**src/rtl/sound_event_queue.sv**
```systemverilog
// Purpose: queues eat/over/start game events and issues them as evt/trig pairs to sound_controller.
// Latency: event pulse sampled at edge n with the queue empty and issuer idle -> trig high in the cycle after edge n+1.
// Backpressure: none upstream; START/EAT into a full queue are discarded and counted, OVER flushes and always lands.
//
// Ports:
//   clk, rst_n                 system clock, asynchronous active-low reset
//   ev_eat, ev_over, ev_start  single-cycle event pulses from the game FSM
//   mute                       level; 1 flushes the queue, ignores pulses and blocks new issues
//   evt                        last issued event code (01 EAT, 10 OVER, 11 START; 00 only after reset)
//   trig                       single-cycle issue strobe
//   busy                       high while the post-issue hold-off runs
//   q_level                    number of queued events
//   drop_cnt                   saturating count of discarded events
module sound_event_queue #(
  parameter int unsigned CLK_FREQ   = 100_000_000,
  parameter int unsigned DEPTH      = 4,
  parameter int unsigned GAP_CYCLES = CLK_FREQ / 1000
) (
  input  logic                         clk,
  input  logic                         rst_n,
  input  logic                         ev_eat,
  input  logic                         ev_over,
  input  logic                         ev_start,
  input  logic                         mute,
  output logic [1:0]                   evt,
  output logic                         trig,
  output logic                         busy,
  output logic [$clog2(DEPTH+1)-1:0]   q_level,
  output logic [7:0]                   drop_cnt
);

  localparam int unsigned AW = (DEPTH > 1) ? $clog2(DEPTH) : 1;
  localparam int unsigned LW = $clog2(DEPTH + 1);

  localparam logic [1:0] EV_NONE  = 2'b00;
  localparam logic [1:0] EV_EAT   = 2'b01;
  localparam logic [1:0] EV_OVER  = 2'b10;
  localparam logic [1:0] EV_START = 2'b11;

  // Hold-off reload values. The issue edge, the cycle spent seeing the counter
  // at zero and the IDLE cycle before the next pop add two cycles on top of the
  // count, so subtracting 2 makes back-to-back issues exactly D + GAP apart.
  localparam logic [31:0] HOLD_EAT   = 32'(CLK_FREQ / 20 + GAP_CYCLES - 2);
  localparam logic [31:0] HOLD_OVER  = 32'(CLK_FREQ / 2  + GAP_CYCLES - 2);
  localparam logic [31:0] HOLD_START = 32'(CLK_FREQ / 10 + GAP_CYCLES - 2);

  typedef enum logic {
    IDLE = 1'b0,
    WAIT = 1'b1
  } state_t;

  state_t        state_q, state_d;
  logic [31:0]   hold_q, hold_d;
  logic [1:0]    evt_q, evt_d;
  logic          trig_q, trig_d;

  logic [1:0]    mem [DEPTH];
  logic [AW-1:0] rd_ptr, wr_ptr;
  logic [LW-1:0] level;
  logic [7:0]    drop_q;

  logic          empty, full, pop;
  logic          push, flush_over;
  logic [1:0]    push_code;
  logic [1:0]    n_drop;
  logic [1:0]    head;
  logic [8:0]    drop_sum;

  assign empty = (level == '0);
  assign full  = (level == LW'(DEPTH));
  assign head  = mem[rd_ptr];
  assign pop   = (state_q == IDLE) && !empty && !mute;

  // Enqueue decode: one write per cycle, OVER > START > EAT. A pop in the
  // same cycle frees the slot a write into a full queue needs.
  always_comb begin
    push       = 1'b0;
    push_code  = EV_NONE;
    flush_over = 1'b0;
    n_drop     = 2'd0;
    if (!mute) begin
      if (ev_over) begin
        flush_over = 1'b1;
        n_drop     = {1'b0, ev_start} + {1'b0, ev_eat};
      end else if (ev_start) begin
        n_drop = {1'b0, ev_eat};
        if (!full || pop) begin
          push      = 1'b1;
          push_code = EV_START;
        end else begin
          n_drop = n_drop + 2'd1;
        end
      end else if (ev_eat) begin
        if (!full || pop) begin
          push      = 1'b1;
          push_code = EV_EAT;
        end else begin
          n_drop = 2'd1;
        end
      end
    end
  end

  // Storage has no reset; only the pointers and level define what is valid.
  always_ff @(posedge clk) begin
    if (!mute) begin
      if (flush_over) begin
        mem[0] <= EV_OVER;
      end else if (push) begin
        mem[wr_ptr] <= push_code;
      end
    end
  end

  // A pop coinciding with an OVER flush still issues the old head: it has
  // already left the queue, and OVER becomes the sole remaining entry.
  always_ff @(posedge clk or negedge rst_n) begin
    if (!rst_n) begin
      rd_ptr <= '0;
      wr_ptr <= '0;
      level  <= '0;
    end else if (mute) begin
      rd_ptr <= '0;
      wr_ptr <= '0;
      level  <= '0;
    end else if (flush_over) begin
      rd_ptr <= '0;
      wr_ptr <= AW'(1);
      level  <= LW'(1);
    end else begin
      if (push) wr_ptr <= wr_ptr + AW'(1);
      if (pop)  rd_ptr <= rd_ptr + AW'(1);
      case ({push, pop})
        2'b10:   level <= level + LW'(1);
        2'b01:   level <= level - LW'(1);
        default: level <= level;
      endcase
    end
  end

  assign drop_sum = {1'b0, drop_q} + {7'd0, n_drop};

  always_ff @(posedge clk or negedge rst_n) begin
    if (!rst_n) begin
      drop_q <= 8'd0;
    end else if (drop_sum > 9'd255) begin
      drop_q <= 8'd255;
    end else begin
      drop_q <= drop_sum[7:0];
    end
  end

  // Issue FSM: IDLE pops and strobes; WAIT counts the hold-off down to zero.
  always_comb begin
    state_d = state_q;
    hold_d  = hold_q;
    evt_d   = evt_q;
    trig_d  = 1'b0;
    case (state_q)
      IDLE: begin
        if (pop) begin
          state_d = WAIT;
          trig_d  = 1'b1;
          evt_d   = head;
          case (head)
            EV_OVER:  hold_d = HOLD_OVER;
            EV_START: hold_d = HOLD_START;
            default:  hold_d = HOLD_EAT;
          endcase
        end
      end
      WAIT: begin
        if (hold_q == 32'd0) begin
          state_d = IDLE;
        end else begin
          hold_d = hold_q - 32'd1;
        end
      end
      default: state_d = IDLE;
    endcase
  end

  always_ff @(posedge clk or negedge rst_n) begin
    if (!rst_n) begin
      state_q <= IDLE;
      hold_q  <= 32'd0;
      evt_q   <= EV_NONE;
      trig_q  <= 1'b0;
    end else begin
      state_q <= state_d;
      hold_q  <= hold_d;
      evt_q   <= evt_d;
      trig_q  <= trig_d;
    end
  end

  assign evt      = evt_q;
  assign trig     = trig_q;
  assign busy     = (state_q == WAIT);
  assign q_level  = level;
  assign drop_cnt = drop_q;

endmodule

```
**config.mk**
```make
export PLATFORM = sky130hd
export DESIGN_NAME = sound_event_queue
export DESIGN_NICKNAME = d
export VERILOG_FILES = /design/src/rtl/sound_event_queue.sv
export SDC_FILE = /design/constraint.sdc
export NUM_CORES = 1
export LEC_CHECK = 0
export ABC_AREA = 0
export BUFFER_PORTS_ARGS = -buffer_cell sky130_fd_sc_hd__buf_2
export CAP_MARGIN = 20
export CORE_MARGIN = 8
export CORE_UTILIZATION = 35
export CTS_CLUSTER_SIZE = 25
export DETAILED_ROUTE_END_ITERATION = 16
export SETUP_SLACK_MARGIN = 0.02
export SLEW_MARGIN = 0
export SYNTH_ARGS = -nofsm -noshare
export SYNTH_HDL_FRONTEND = slang
export SYNTH_SLANG_ARGS = --single-unit
```
**constraint.sdc**
```tcl
create_clock -name clk -period 7.14 [get_ports clk]
set_clock_uncertainty 0.2 [all_clocks]
set_input_delay 0.714 -clock clk [delete_from_list [all_inputs] [get_ports clk]]
set_output_delay 0.714 -clock clk [all_outputs]
set_load 0.1 [all_outputs]
```
* Word-level counts from Yosys, hierarchy flattened
Memories as Yosys holds them, arrays and structs flattened. Cells that the tools add are included.
Storage, ports and cells: input bits 6, memories kept 1, flip-flop bits (word level) 51, bits in writable memories 8
Memories:
- mem | words 4, bits a word 2, rd ports 1, clocked after Yosys merged registers in 0, write ports 1, RTL line 57 | logic [1:0] mem [DEPTH];
Operators by class: order comparisons 1, multiplexer cells 47, bitwise gates (word level) 1, add/subtract/negate cells 8, eq/ne operators 7, reductions and logical operators 14
Operators by type and width (count):
- $mux W32 | 2
- $pmux W32 S2 | 1
- $pmux W26 S2 | 1
- $logic_not A32 Y1 | 1
- $mux W2 | 16
- $sub A32 B1 Y32 const B | 1
- $mux W1 | 22
- $add A8 B2 Y9 | 1
- $gt A9 B8 Y1 const B | 1
- $mux W8 | 1
- $eq A2 B2 Y1 const B | 3
- $mux W3 | 2
- $pmux W3 S2 | 1
- $reduce_bool A3 Y1 | 2
- $add A2 B1 Y2 const B | 2
- $ne A2 B2 Y1 const B | 2
- $reduce_and A2 Y1 | 2
- $reduce_bool A4 Y1 | 1
- $add A3 B1 Y3 const B | 1
- $eq A3 B3 Y1 const B | 1
- $logic_not A1 Y1 | 3
- $logic_not A3 Y1 | 1
- $sub A3 B1 Y3 const B | 1
- $add A1 B1 Y2 | 1
- 7 further kinds | 8

* Longest topological paths before layout
word-level depth 16, gate-level depth with buffers 14, mapped depth without buffers 13

* Least setup slack after synthesis
Ideal clock, no wire load.
path type register -> register, start register state_q (netlist: busy), end register drop_q[0] (netlist: drop_cnt[0]), period minus slack after synthesis 3463 ps, slack 3677 ps, setup time 127 ps, data required time 6813 ps, cell stages (with the launch flop) 13, data arrival time 3136 ps, cell sequence dfrtp_1 clkbuf_1 or2_2 nand3_1 ha_1 a211oi_1 a21oi_1 nor2_1 ha_1 fa_1 and2_1 nand3_1 nand2b_1
Between the ends: cells in the longest elaborated chain, start to end 12, elaborated cells between the ends (all ways) 13, those cells by class 1 x add/sub; 1 x order compare; 7 x mux; 1 x bitwise; 3 x reduce/logical
RTL lines:
- start, declared | RTL line 52 | state_t state_q, state_d;
- start signal, assigned | RTL line 190 | state_q <= state_d;
- $not A1 Y1 (no line) *
- $logic_and A1 B1 Y1 * (2 in series) | RTL line 72 | assign pop = (state_q == IDLE) && !empty && !mute;
- $logic_or A1 B1 Y1 * | RTL line 87, 94
- $mux W1 | RTL line 94 | if (!full || pop) begin
- $mux W1 | RTL line 93 | end else if (ev_eat) begin
- $mux W2 * | RTL line 85 | end else if (ev_start) begin
- $mux W2 * | RTL line 82 | if (ev_over) begin
- $mux W2 * | RTL line 81 | if (!mute) begin
- $add A8 B2 Y9 * | RTL line 141 | assign drop_sum = {1'b0, drop_q} + {7'd0, n_drop};
- $gt A9 B8 Y1 | RTL line 146 | end else if (drop_sum > 9'd255) begin
- $mux W8 * | RTL line 146
- end signal, assigned | RTL line 149 | drop_q <= drop_sum[7:0];
- end, declared | RTL line 60 | logic [7:0] drop_q;
Every way passes the cells marked *; elsewhere a longest branch is shown, timed or not. A chain may end at the register's enable or synchronous reset.

* Worst setup path after layout
start register state_q (netlist: busy), end register level[2] (netlist: q_level[2])
Between the ends: cells in the longest elaborated chain, start to end 13, elaborated cells between the ends (all ways) 15, those cells by class 2 x eq/ne; 8 x mux; 1 x bitwise; 4 x reduce/logical
RTL lines:
- $not A1 Y1 (no line) *
- $logic_and A1 B1 Y1 * (2 in series) | RTL line 72
- $logic_or A1 B1 Y1 | RTL line 87, 94
- $mux W1 | RTL line 87, 94
- $mux W1 | RTL line 93
- $mux W1 | RTL line 85
- $mux W1 | RTL line 82
- $mux W1 | RTL line 81
- $eq A2 B1 Y1 or $eq A2 B2 Y1 (tied branches) | RTL line 133 | case ({push, pop})
- $pmux W3 S2 | RTL line 133
- $mux W3 | RTL line 126 | end else if (flush_over) begin
- $mux W3 | RTL line 122 | end else if (mute) begin
- end signal, assigned | RTL line 134 | 2'b10: level <= level + LW'(1);
- end signal, assigned | RTL line 135 | 2'b01: level <= level - LW'(1);
- end signal, assigned | RTL line 136 | default: level <= level;
- end, declared | RTL line 59 | logic [LW-1:0] level;
Marks and branches as above.

==> impl_summary.txt <==
----------------------------------------------------
[Status]
  Status ... finished, final reports clean

[Logic synthesis]
  Net count after synthesis ... 354
  Async set-or-reset flop fraction in the synthesized netlist ... 86.4%
  Post-synthesis compound-gate area fraction ... 18.6%
  Synthesized-area fraction occupied by xor and xnor cells ... 3.16%
  Netlist cell types ... 65
  Number of flops mapped to enable cells by yosys ... 8
  Share of the yosys chip area belonging to registers ... 45.5%
  Area share of fa/ha/maj cells after synthesis ... 3.46%
  Synthesized netlist cell count ... 340
  Synthesized-area fraction occupied by and/or/nand/nor cells ... 24.5%
  FF+latch count, synth ... 59
  Yosys warns ... 0
  Syn avg cell area ... 9.79 sq um
  Top flip-flop cell by instance count after synthesis ... dfrtp_1
  Post-synthesis cell area ... 3330 sq um
  Dominant combinational cell family by area after synthesis ... simple AND/OR/NAND/NOR gates
  Multiplexer area fraction after synthesis ... 1.35%

[Layout]
  Final design instance area without fill ... 3760 sq um
  Count of antenna diodes in the layout ... 0
  Total number of nets in the final design ... 371
  Relative area change from synthesis to final layout ... 13.1%
  Most common cell after layout, fill and taps aside ... dfrtp_1
  Most frequent cells in the layout ... dfrtp_1, a21oi_1, nor2_1
  Number of inserted filler cells in the final layout ... 941
  Layout cells sized above 1 ... 18.2%
  Post-layout utilization of the core ... 40.7%

[Clock tree]
  Sink Count ... 59
  Clock buffers created by TritonCTS ... 9
  Hold-fix buffers, CTS ... 0
  Root cell of the clock tree ... clkbuf_8
  Worst-skew pair later-pin latency ... 340 ps
  Bufs on Longest Clock Path ... 2
  Clock slew at the register clock pins of the worst setup and hold paths ... 70 ps
  Number of resized instances in the post-cts repair step ... 0
  Post-CTS Setup Bufs ... 0
  Maximum level of the CTS H-tree ... 3
  Clock tree from TritonCTS ... built

[Timing]
  Final period utilization ... 43.5%
  Pin slew with the least headroom to its limit ... 928 ps
  Minimum clock period after layout ... 3110 ps
  Finish-stage setup viols ... 0
  Setup repair after global routing missed its margin ... no
  Final Hold Fails ... 0
  Setup TNS ... 0 ps
  Slew Limit Fails ... 0
  Worst rel slew slack ... 37.7%
  Maximum achievable frequency ... 0.322 GHz

[Die]
  Core Footprint ... 9240 sq um
  Floorplan die height ... 114 um
  Full die area ... 12,900 sq um
  Initial Util ... 36.0%
  X dimension of the die ... 114 um
  Boundary pin count ... 21
  Count of standard-cell rows ... 35

[Hold path]
  Hold Path End ... evt[1]$_DFFE_PN0P_
  Number of cells on the worst hold path ... 2
  Kind of path behind the tightest hold check ... reg -> reg
  Beginning of the worst hold path ... evt[1]$_DFFE_PN0P_

[Global routing]
  Initial antenna violation count ... 0
  Wire length of the first global-routing pass ... 13.8 mm
  Total gr overflow ... 0
  GRT Resource Usage Total ... 13.2%
  Largest net degree at the start of global routing ... 52
  Number of global-route vias before repair ... 2,762

[Routing]
  Total wire length after detailed routing ... 7.82 mm
  Number of nets with antenna violations after detailed routing ... 0
  Number of DRC markers in iteration 0 ... 164
  # DRC ... 0
  Total via count in the routed design ... 2,747
  Avg Vias per Cell ... 5.59
  Number of iterations in the first detailed-routing pass ... 4
  Routed length per placed instance ... 15.9 um

[Pwr]
  PD cells ... 373 nW/um^2
  Maximum vdd drop ... 0.368 mV
  Standby leakage power ... 1.49 nW

[Critical path]
  Startpoint type of the worst setup path ... flop
  Largest fanout on the critical path ... 21
  Worst flop-to-flop path startpoint ... busy$_DFF_PN0_
  Slowest cell on the critical path ... fa_1
  Crit path largest cell delay ... 400 ps
  Classification of the worst setup path ... reg -> reg
  Worst r2r path cells ... 11
  Worst EP arrival ... 3130 ps
  Worst R2R Setup Slack ... 4030 ps
  Nature of the critical path endpoint ... flop
  R2r endpoint ... q_level[2]$_DFFE_PN0P_
  List of cells traversed by the critical path ... buf_4, or2_2, nand3_1, ha_1, nor2_1, a41oi_2, a21oi_1, fa_1, nor4_1, o21ai_0, nor3b_1
  Data required, critical path ... 7160 ps

[Job]
  Number of max-capacitance violations reported ... 0

[Placed design]
  Half-perimeter wire length after detailed placement ... 5.21 mm
  Weighted congestion at the end of routability-driven global placement ... 0.835
  Count of input and output buffers ... 20
  Cell area reported after detailed placement ... 3520 sq um

----------------------------------------------------
where the power goes:
group          switching (mW)  internal [mW]  leakage (nW)
sequential              0.106          0.432         0.689
combinational           0.341          0.148         0.682
clock                   0.143          0.231         0.121
total                   0.591          0.812          1.49
per-stage QoR:
stage / setup WS, ps / hold slack, ps / std cells / total power, mW
final: 4030 / 276 / 491 / 1.40
after global routing: 3800 / 324 / 491 / 1.49
after CTS: 4070 / 281 / 491 / 1.41
after detailed placement: 3750 / 262 / 475 / 1.03
after global placement: 3860 / 264 / 475 / 1.02
after floorplan: 3680 / 218 / 340 / 0.929
layer usage:
| metal | vias up | GRT usage, % | wire length [um] |
|---|---|---|---|
| met1 | 1354 | 17.5 | 3810 |
| met3 | 9 | 3.91 | 350 |
| met4 | 0 | 3.55 | 104 |
| met5 | - | 0 | 0 |
| li1 | 1317 | - | - |
| met2 | 67 | 20.2 | 3550 |
critical path, delay by kind of cell, from the launching register on:
family | cells | cell delay [ps]
AO/OA/AOI/OAI | 3 | 650
AND/OR/NAND/NOR | 5 | 1020
adder cells (fa/ha/maj) | 2 | 570
buffers and inverters | 1 | 210
flip-flops | 1 | 360
synth_stat cells, types with 7 or more instances:
| cell | count | area share, % |
|---|---|---|
| dfrtp_1 | 51 | 38 |
| a21oi_1 | 30 | 4.5 |
| nor2_1 | 28 | 3.2 |
| nand2_1 | 21 | 2.4 |
| nor3_1 | 13 | 2.0 |
| o21ai_0 | 13 | 2.0 |
| clkbuf_1 | 12 | 1.4 |
| nand3_1 | 12 | 1.8 |
| a31oi_1 | 10 | 1.9 |
| nor4_1 | 10 | 1.9 |
| edfxtp_1 | 8 | 7.2 |
| and2_1 | 7 | 1.3 |
| or4_1 | 7 | 1.6 |
| xor2_1 | 7 | 1.8 |
final cells by class:
type / count / area (sq um) / share of cell area [%]
multi-input cells: 257 / 1700 / 45.2
flip-flops and latches: 59 / 1520 / 40.3
well taps: 129 / 161 / 4.29
clock buffers: 9 / 124 / 3.29
clock inverters: 7 / 116 / 3.09
repair buffers: 22 / 115 / 3.06
inverters: 8 / 30.0 / 0.798
logic make-up after synthesis:
| group | Yosys count |
|---|---|
| xor gates and xnor gates | 12 |
| adders and majority gates | 8 |
| and+or+nand+nor | 142 |
| AOI/OAI and AO/OA | 93 |
| DFF | 59 |
| muxes | 2 |
| buffers and inverters | 24 |
worst max-delay path by stage:
stage                         startpoint                     end  slack (ps)  cells past startpoint
final                     busy$_DFF_PN0_  q_level[2]$_DFFE_PN0P_        4030                     11
after global routing      busy$_DFF_PN0_  q_level[2]$_DFFE_PN0P_        3800                     11
after CTS                 busy$_DFF_PN0_  q_level[2]$_DFFE_PN0P_        4070                     11
after detailed placement            mute  q_level[2]$_DFFE_PN0P_        3750                     11
after global placement              mute  q_level[2]$_DFFE_PN0P_        3860                     11
after floorplan           busy$_DFF_PN0_   drop_cnt[0]$_DFF_PN0_        3680                     12
sequential cells by signal, indices dropped and copies added (netlist names):
| name | cells |
|---|---|
| hold_q | 32 |
| drop_cnt | 8 |
| mem | 8 |
| q_level | 3 |
| evt | 2 |
| rd_ptr | 2 |
| wr_ptr | 2 |
| busy | 1 |
| trig | 1 |
Power figures use the tool's default switching activity.
